--- config.mk ---
export PLATFORM = sky130hd
export DESIGN_NAME = alu_result_stage
export DESIGN_NICKNAME = d
export VERILOG_FILES = /design/src/rtl/alu_pkg.sv /design/src/rtl/alu_skid_buffer.sv /design/src/rtl/alu_result_stage.sv
export SDC_FILE = /design/constraint.sdc
export NUM_CORES = 1
export LEC_CHECK = 0
export CORE_ASPECT_RATIO = 0.9
export CORE_MARGIN = 3
export CORE_UTILIZATION = 39
export DETAILED_ROUTE_END_ITERATION = 12
export GPL_ROUTABILITY_DRIVEN = 0
export HOLD_SLACK_MARGIN = 0.05
export PLACE_DENSITY = 0.76
export RECOVER_POWER = 50
export SYNTH_ARGS = -nofsm -noshare
export SYNTH_HDL_FRONTEND = slang
export SYNTH_SLANG_ARGS = --single-unit
export TNS_END_PERCENT = 5
--- constraint.sdc ---
create_clock -name clock -period 1.75 [get_ports clock]
set_input_delay 0.2625 -clock clock [delete_from_list [all_inputs] [get_ports clock]]
set_output_delay 0.2625 -clock clock [all_outputs]
set_load 0.05 [all_outputs]
--- src/rtl/alu_pkg.sv ---
// rtl/alu_pkg.sv - shared opcodes, width default and entry types for the ALU result stage
package alu_pkg;

    localparam int ALU_WIDTH = 32;
    localparam int ALU_OPW   = 5;

    localparam logic [ALU_OPW-1:0] OP_ADD = 5'b00000;
    localparam logic [ALU_OPW-1:0] OP_SUB = 5'b00001;
    localparam logic [ALU_OPW-1:0] OP_AND = 5'b00010;
    localparam logic [ALU_OPW-1:0] OP_OR  = 5'b00011;
    localparam logic [ALU_OPW-1:0] OP_SLL = 5'b00100;
    localparam logic [ALU_OPW-1:0] OP_SRA = 5'b00101;

    typedef struct packed {
        logic overflow;
        logic is_not_equal;
        logic is_less_than;
        logic illegal_op;
    } alu_flags_t;

    localparam int ALU_FLAGS_W = $bits(alu_flags_t);

    typedef struct packed {
        logic [ALU_WIDTH-1:0] result;
        alu_flags_t           flags;
    } alu_entry_t;

endpackage

--- src/rtl/alu_skid_buffer.sv ---
// rtl/alu_skid_buffer.sv - generic 2-entry valid/ready skid buffer, ready driven only from a register
module alu_skid_buffer #(
    parameter int DW = 36
) (
    input  logic          clock,
    input  logic          reset,
    input  logic          in_valid,
    output logic          in_ready,
    input  logic [DW-1:0] in_data,
    output logic          out_valid,
    input  logic          out_ready,
    output logic [DW-1:0] out_data
);

    logic          m_valid_q, m_valid_d;
    logic          s_valid_q, s_valid_d;
    logic [DW-1:0] m_data_q, m_data_d;
    logic [DW-1:0] s_data_q, s_data_d;
    logic          acc;
    logic          pop;

    assign in_ready  = !s_valid_q;
    assign acc       = in_valid && !s_valid_q;
    assign pop       = m_valid_q && out_ready;
    assign out_valid = m_valid_q;
    assign out_data  = m_data_q;

    // S is only ever occupied while M is occupied, so M-empty never needs S.
    always_comb begin
        m_valid_d = m_valid_q;
        s_valid_d = s_valid_q;
        m_data_d  = m_data_q;
        s_data_d  = s_data_q;
        if (!m_valid_q) begin
            if (acc) begin
                m_valid_d = 1'b1;
                m_data_d  = in_data;
            end
        end else if (pop) begin
            if (s_valid_q) begin
                m_data_d  = s_data_q;
                s_valid_d = 1'b0;
            end else if (acc) begin
                m_data_d = in_data;
            end else begin
                m_valid_d = 1'b0;
            end
        end else if (acc) begin
            s_valid_d = 1'b1;
            s_data_d  = in_data;
        end
    end

    always_ff @(posedge clock) begin
        if (reset) begin
            m_valid_q <= 1'b0;
            s_valid_q <= 1'b0;
            m_data_q  <= '0;
            s_data_q  <= '0;
        end else begin
            m_valid_q <= m_valid_d;
            s_valid_q <= s_valid_d;
            m_data_q  <= m_data_d;
            s_data_q  <= s_data_d;
        end
    end

endmodule

--- src/rtl/alu_result_stage.sv ---
// rtl/alu_result_stage.sv - ALU result select and flag derivation feeding a registered skid buffer
module alu_result_stage
    import alu_pkg::*;
#(
    parameter int WIDTH = ALU_WIDTH,
    parameter int OPW   = ALU_OPW
) (
    input  logic             clock,
    input  logic             reset,
    input  logic             in_valid,
    output logic             in_ready,
    input  logic [OPW-1:0]   opcode,
    input  logic             op_a_msb,
    input  logic             op_b_msb,
    input  logic [WIDTH-1:0] sum_in,
    input  logic [WIDTH-1:0] and_in,
    input  logic [WIDTH-1:0] or_in,
    input  logic [WIDTH-1:0] sll_in,
    input  logic [WIDTH-1:0] sra_in,
    output logic             out_valid,
    input  logic             out_ready,
    output logic [WIDTH-1:0] result,
    output logic             overflow,
    output logic             is_not_equal,
    output logic             is_less_than,
    output logic             illegal_op
);

    localparam int PW = WIDTH + ALU_FLAGS_W;

    logic [WIDTH-1:0] sel_result;
    alu_flags_t       sel_flags;
    alu_flags_t       out_flags;
    logic             sum_msb;
    logic [PW-1:0]    out_payload;

    assign sum_msb = sum_in[WIDTH-1];

    always_comb begin
        sel_result = '0;
        sel_flags  = '0;
        case (opcode)
            OPW'(OP_ADD): begin
                sel_result         = sum_in;
                sel_flags.overflow = (op_a_msb == op_b_msb) && (sum_msb != op_a_msb);
            end
            OPW'(OP_SUB): begin
                sel_result             = sum_in;
                sel_flags.overflow     = (op_a_msb != op_b_msb) && (sum_msb != op_a_msb);
                sel_flags.is_not_equal = |sum_in;
                sel_flags.is_less_than = sum_msb ^ sel_flags.overflow;
            end
            OPW'(OP_AND): sel_result = and_in;
            OPW'(OP_OR):  sel_result = or_in;
            OPW'(OP_SLL): sel_result = sll_in;
            OPW'(OP_SRA): sel_result = sra_in;
            default:      sel_flags.illegal_op = 1'b1;
        endcase
    end

    alu_skid_buffer #(
        .DW(PW)
    ) u_skid (
        .clock    (clock),
        .reset    (reset),
        .in_valid (in_valid),
        .in_ready (in_ready),
        .in_data  ({sel_result, sel_flags}),
        .out_valid(out_valid),
        .out_ready(out_ready),
        .out_data (out_payload)
    );

    assign result       = out_payload[PW-1:ALU_FLAGS_W];
    assign out_flags    = out_payload[ALU_FLAGS_W-1:0];
    assign overflow     = out_flags.overflow;
    assign is_not_equal = out_flags.is_not_equal;
    assign is_less_than = out_flags.is_less_than;
    assign illegal_op   = out_flags.illegal_op;

endmodule

==> impl_results.md, run 1 <==
* Setup_tns at 0 ps
* Top cells by instance count after synthesis: nor2_1 (103), dfxtp_1 (74), mux2i_1 (35)
* Clock transition at the register clock pins on the worst setup and hold paths after CTS at 60 ps
* Clock root buffer: clkbuf_16
* Overall global routing resource usage at 0.253
* Worst Max-Slew Pin Slew at 692 ps
* Min-delay worst type: input pin to flip-flop
* Post-DP HPWL at 13,100 um
* Highest fanout seen on the critical path at 15
* Kind of end point of the critical path: flip-flop
* Number of inserted diodes at 0
* WS Path Type: input pin to flip-flop
* Max-slew violation count at 0
* Number of antenna-violating nets in the routed design at 0
* Core Util, Final at 0.678
* Element type at the critical path start: input pin
* Total congestion overflow after global routing at 0
* Main flop type after synthesis: dfxtp_1
* Count of flip-flops with a built-in enable after synthesis at 0
* Core Area at 11,600 um2
* Skew-Pair Late Insertion Delay at 330 ps
* DR pass1 iterations at 5
* Number of placed I/O pins at 209
* Setup repair after global routing missed its margin: true
* Min-delay src: reset
* Final WL at 17,100 um
* Final setup skew at 7.07 ps
* Critical path origin: opcode[4]
* Syn nets at 625
* Most common cell in the netlist: nor2_1
* Via density per instance at 5.51
* Share of synthesized flip-flops with an asynchronous set or reset at 0
* Post-place setup slack at -670 ps
* # rows at 37
* Leak Pwr at 0.00285 uW
* H-tree level count at 3
* Clock tree from TritonCTS: yes
* Arrival time at the worst endpoint at 1930 ps
* CP Data Required Time at 1970 ps
* Reg area at 1480 um2
* Filler Cell Count at 931
* Mapped Cells at 454
* Worst hold path depth at 2
* CTS Hold Bufs at 0
* Count of final setup violators at 0
* Count of max-cap constraint violations at 0
* Vias in the first global route at 5,015
* Reg-to-reg critical path startpoint: u_skid.s_valid_q$_SDFFE_PP0P_
* Ratio of cells with drive above 1 in the final layout at 0.272
* Setup slack after layout at 39.6 ps
* Cell variety after synth at 48
* Footprint of the multi-input gates at 3050 um2
* Sink count of the clock tree at 74
* DRC marker count from the first detailed-route iteration at 216
* Post-synthesis area per instance at 10.3 um2
* Placed inst area at 7430 um2
* Number of buffers added on ports at 208
* Maximum count of clock buffers along a single path at 2
* Synth top area cells: dfxtp_1 (32%), a2111oi_4 (12%), nor2_1 (8.3%)
* Outcome: complete, no violations
* Cell type with the highest aggregate area in the netlist: dfxtp_1
* Worst R2R Path Depth at 5
* Flops & latches, synth at 74
* Worst IR drop on VDD at 0.000549 V
* Area added between synthesis and finish at 67.8%
* Maximum number of pins on one net before global-route repair at 33
* Number of hold violations in the final report at 0
* Post-route cell area at 7840 um2
* Delay of the slowest critical-path stage at 640 ps
* Share of the synthesized area in the top cell type at 0.317
* Initial core utilization at 0.404
* Pwr dens at 709 nW/um2
* Average wire length per cell after detail routing at 19.6 um
* Cells along the critical path: dlygate4sd2_1 -> or4b_4 -> buf_12 -> o2bb2ai_2 -> a221oi_2 -> a2111oi_4
* Sequential fraction of the synthesis area at 0.317
* Number of DRC violations after detailed routing at 0
* Die footprint at 13,300 um2
* Antenna violations before repair at 0
* Num CTS Buffers at 9
* Mapped cell area at 4670 um2
* Vertical extent of the die at 110 um
* Global-route wire length before repair at 26,600 um
* Die Width at 121 um
* Tmin final at 1710 ps
* Relative slew margins at 0.541
* Warnings, synthesis at 0
* Via total after detailed routing at 4,815
* Max Clock Freq at 585 MHz
* Layout Nets at 884
* Final period util at 0.977
* Slowest cell on the critical path: or4b_4
per-layer routing:
layer,up-vias,part of all wire,track usage
met3,17,0.081,0.0545
met5,-,0,0
met4,0,0.011,0.0656
li1,2289,-,-
met1,2301,0.41,0.307
met2,208,0.50,0.453
worst paths after layout:
kind	slack (ps)	end
min	360	u_skid.s_data_q[2]$_SDFFE_PP0P_
min reg2reg	460	u_skid.s_data_q[1]$_SDFFE_PP0P_
max reg2reg	150	u_skid.out_data[26]$_SDFFE_PP0P_
max	40	u_skid.out_data[26]$_SDFFE_PP0P_
power by group:
part           internal, uW  switching, uW  leakage, uW
registers              1790           66.5     0.000606
clock network          1290            744     0.000155
logic                   789            879      0.00209
total                  3870           1690      0.00285
layout by cell type, fill, tap and decap left out, types with 3 or more instances in the layout:
cell type / n
clkdlybuf4s50_1: 163
clkbuf_16: 9
a21oi_1: 7
buf_4: 57
mux2i_1: 35
a2111oi_0: 4
a211oi_1: 27
nand3b_1: 3
nor2_1: 102
a2111oi_4: 20
o21ai_1: 3
o21bai_1: 3
clkbuf_1: 38
a221oi_1: 4
o21ai_0: 6
o2bb2ai_2: 26
dlygate4sd2_1: 3
o221a_2: 4
o2bb2ai_1: 4
nor4_1: 9
a221oi_2: 25
a2111oi_2: 5
a221o_1: 4
a22o_1: 4
nand2_1: 7
dfxtp_1: 72
buf_12: 20
inv_1: 3
per-stage QoR:
step | hold WS, ps | cells | power, uW
after floorplan | 363 | 454 | 2750
after global placement | 442 | 849 | 3560
after detailed placement | 451 | 849 | 3590
after CTS | 343 | 874 | 5650
after global routing | 369 | 874 | 5760
final | 363 | 874 | 5560
timing repair:
action | in CTS | in global routing
pin swaps | 9 | 4
cloned | 2 | 0
endpoints found under the setup margin | 63 | 45
endpoints found under the hold margin | 0 | 0
resized for setup | 29 | 8
buffers inserted | 7 | 0
worst max-delay path: cells and delay by family:
kind	cells	cell delay (ps)
AND/OR/NAND/NOR	1	640
buffers and inverters	2	460
AO/OA/AOI/OAI	3	570
logic make-up (layout without fill, tap and decap cells):
| logic type | count (synthesis) | after routing | synth area share |
|---|---|---|---|
| buffers and inverters | 47 | 311 | 0.0517 |
| xor gates and xnor gates | 1 | 1 | 0.00187 |
| DFF | 74 | 74 | 0.317 |
| muxes | 35 | 35 | 0.0749 |
| and+or+nand+nor | 145 | 145 | 0.142 |
| AOI/OAI and AO/OA | 152 | 152 | 0.412 |
cell type report:
cell class / count / share of cell area
multi-input combinational: 333 / 0.389
timing repair buffer: 292 / 0.354
sequential: 74 / 0.189
clock buffer: 10 / 0.0305
tap: 156 / 0.0249
clock inverter: 6 / 0.0113
inverter: 3 / 0.00144
state kept, by name, summed over array words and instances (netlist names):
register / flops
u_skid.out_data: 36
u_skid.s_data_q: 36
u_skid.out_valid: 1
u_skid.s_valid_q: 1
No activity file was read; power rests on OpenSTA's default activity.
==> inputs of run 2 (changes only) <==
--- a/config.mk
+++ b/config.mk
@@ -11,8 +11,9 @@
 export DETAILED_ROUTE_END_ITERATION = 12
 export GPL_ROUTABILITY_DRIVEN = 0
 export HOLD_SLACK_MARGIN = 0.05
-export PLACE_DENSITY = 0.76
+export PLACE_DENSITY = 0.88
 export RECOVER_POWER = 50
+export SETUP_SLACK_MARGIN = 0.2
 export SYNTH_ARGS = -nofsm -noshare
 export SYNTH_HDL_FRONTEND = slang
 export SYNTH_SLANG_ARGS = --single-unit
==> run 2 against run 1 <==
  * Sequential power about the same
  * Clock power is 20% lower
  * Register-to-register slack improved by 20 ps
  * Global-route usage increased by 0.50 points
  * First-iteration DRC count rose by 54%
  * Utilization is 1.2 points higher
  * Power decreased by 5.2%
  * Sequential share of layout area fell by 0.31 points
==> impl_results.md, run 2 (synthesized netlist as in run 1, its figures left out) <==
* Average wire length per cell after detail routing at 21.5 um
* Arrival time at the worst endpoint at 1820 ps
* Count of max-cap constraint violations at 0
* Total congestion overflow after global routing at 0
* Sequential power share at 0.353
* Post-layout total power at 5270 uW
* Met3 demand-to-capacity share in global routing at 0.0576
* H-tree level count at 3
* Number of DRC violations after detailed routing at 0
* Core Area at 11,600 um2
* Critical path origin: sum_in[30]
* Initial core utilization at 0.404
* Worst hold path depth at 3
* Pwr dens at 661 nW/um2
* Most heavily used metal layer in global routing: met2
* Min-delay worst type: input pin to flip-flop
* Sink count of the clock tree at 74
* Setup slack on the worst flop-to-flop path at 170 ps
* Kind of end point of the critical path: flip-flop
* Element type at the critical path start: input pin
* WS Path Type: input pin to flip-flop
* Met1 usage in global routing at 0.296
* Commonest cells after routing, fill and taps aside: clkdlybuf4s50_1 (161), nor2_1 (101), dfxtp_1 (73)
* Max-slew violation count at 0
* Worst IR drop on VDD at 0.000476 V
* Portion of total power attributed to the clock network at 0.310
* Max Clock Freq at 626 MHz
* Num CTS Buffers at 9
* Antenna violations before repair at 0
* Via density per instance at 5.79
* Worst R2R Path Depth at 6
* Overall global routing resource usage at 0.257
* Count of final setup violators at 0
* Highest fanout seen on the critical path at 2
* Tmin final at 1600 ps
* Die Width at 121 um
* Min-delay src: out_ready
* Setup repair after global routing missed its margin: true
* Internal power summed over all cells at 3570 uW
* Vias in the first global route at 5,229
* Switching part of the total power at 0.323
* Vertical extent of the die at 110 um
* Number of inserted diodes at 0
* Leak Pwr at 0.00290 uW
* Filler Cell Count at 843
* Ratio of cells with drive above 1 in the final layout at 0.298
* Clock transition at the register clock pins on the worst setup and hold paths after CTS at 60 ps
* Maximum number of pins on one net before global-route repair at 30
* Number of placed I/O pins at 209
* Worst Max-Slew Pin Slew at 661 ps
* Final period util at 0.912
* Final setup skew at 7.50 ps
* Area added between synthesis and finish at 70.7%
* Maximum count of clock buffers along a single path at 2
* Global-route wire length before repair at 26,900 um
* Clock root buffer: clkbuf_16
* # rows at 37
* Number of buffers added on ports at 208
* Die footprint at 13,300 um2
* Layout Nets at 884
* Post-DP HPWL at 13,300 um
* Met2 layer usage reported by global route at 0.474
* Clock tree from TritonCTS: yes
* Via total after detailed routing at 5,054
* Setup slack after layout at 153 ps
* Net Sw Power at 1700 uW
* CP Data Required Time at 1970 ps
* Relative slew margins at 0.561
* Setup_tns at 0 ps
* Reg-to-reg critical path startpoint: u_skid.s_valid_q$_SDFFE_PP0P_
* DR pass1 iterations at 6
* Number of hold violations in the final report at 0
* DRC marker count from the first detailed-route iteration at 333
* Number of antenna-violating nets in the routed design at 0
* Relative contribution of combinational cells to total power at 0.337
* Outcome: complete, no violations
* Final WL at 18,800 um
* Skew-Pair Late Insertion Delay at 330 ps
* Post-place setup slack at -499 ps
* Most common library cell in the layout ignoring fill and taps: clkdlybuf4s50_1
## run 2: power groups by stage
stage / clock network (uW) / registers [uW] / logic (uW)
final: 1630 / 1860 / 1780
after global routing: 1730 / 1870 / 1860
after CTS: 1630 / 1860 / 1740
after detailed placement: 0 / 1890 / 1710
after global placement: 0 / 1890 / 1670
after floorplan: 0 / 2140 / 617
## run 2: layout make-up
type	instances	area, um2	area share
repair buffers	292	2820	0.353
clock buffers	11	233	0.0292
clock inverters	4	20.0	0.00251
multi-input cells	333	3210	0.403
flip-flops and latches	74	1490	0.186
well taps	156	195	0.0245
inverters	3	11.3	0.00141
## run 2: timing repair
item,in CTS,in global routing
gates resized for setup,35,44
gates cloned,3,4
hold buffers,0,0
endpoints found under the setup margin,71,69
setup buffers,2,5
pin swaps,8,14
## run 2: path summary, 6_finish.rpt
kind,to
hold reg to reg,u_skid.s_data_q[1]$_SDFFE_PP0P_
setup reg to reg,u_skid.s_data_q[24]$_SDFFE_PP0P_
setup / recovery,u_skid.out_data[34]$_SDFFE_PP0P_
hold / removal,u_skid.s_valid_q$_SDFFE_PP0P_
## run 2: worst max-delay path, cell delays in order
cell,delay (ps)
clkdlybuf4s50_1,480
buf_4,110
nor2_1,40
a2111oi_1,490
nor2_1,150
a221oi_1,290
## run 2: routing by layer
| metal | part of all wire | up-vias |
|---|---|---|
| met5 | 0 | - |
| met2 | 0.51 | 272 |
| met3 | 0.074 | 45 |
| met4 | 0.026 | 0 |
| li1 | - | 2302 |
| met1 | 0.39 | 2435 |
## run 2: stage by stage
stage / instance area, um2 / std cells / util / hold slack (ps)
after global routing: 7980 / 873 / 0.689 / 359
final: 7980 / 873 / 0.689 / 347
after detailed placement: 7410 / 844 / 0.640 / 448
after CTS: 7840 / 864 / 0.677 / 365
after floorplan: 4740 / 454 / - / 363
after global placement: 7410 / 844 / 0.640 / 443
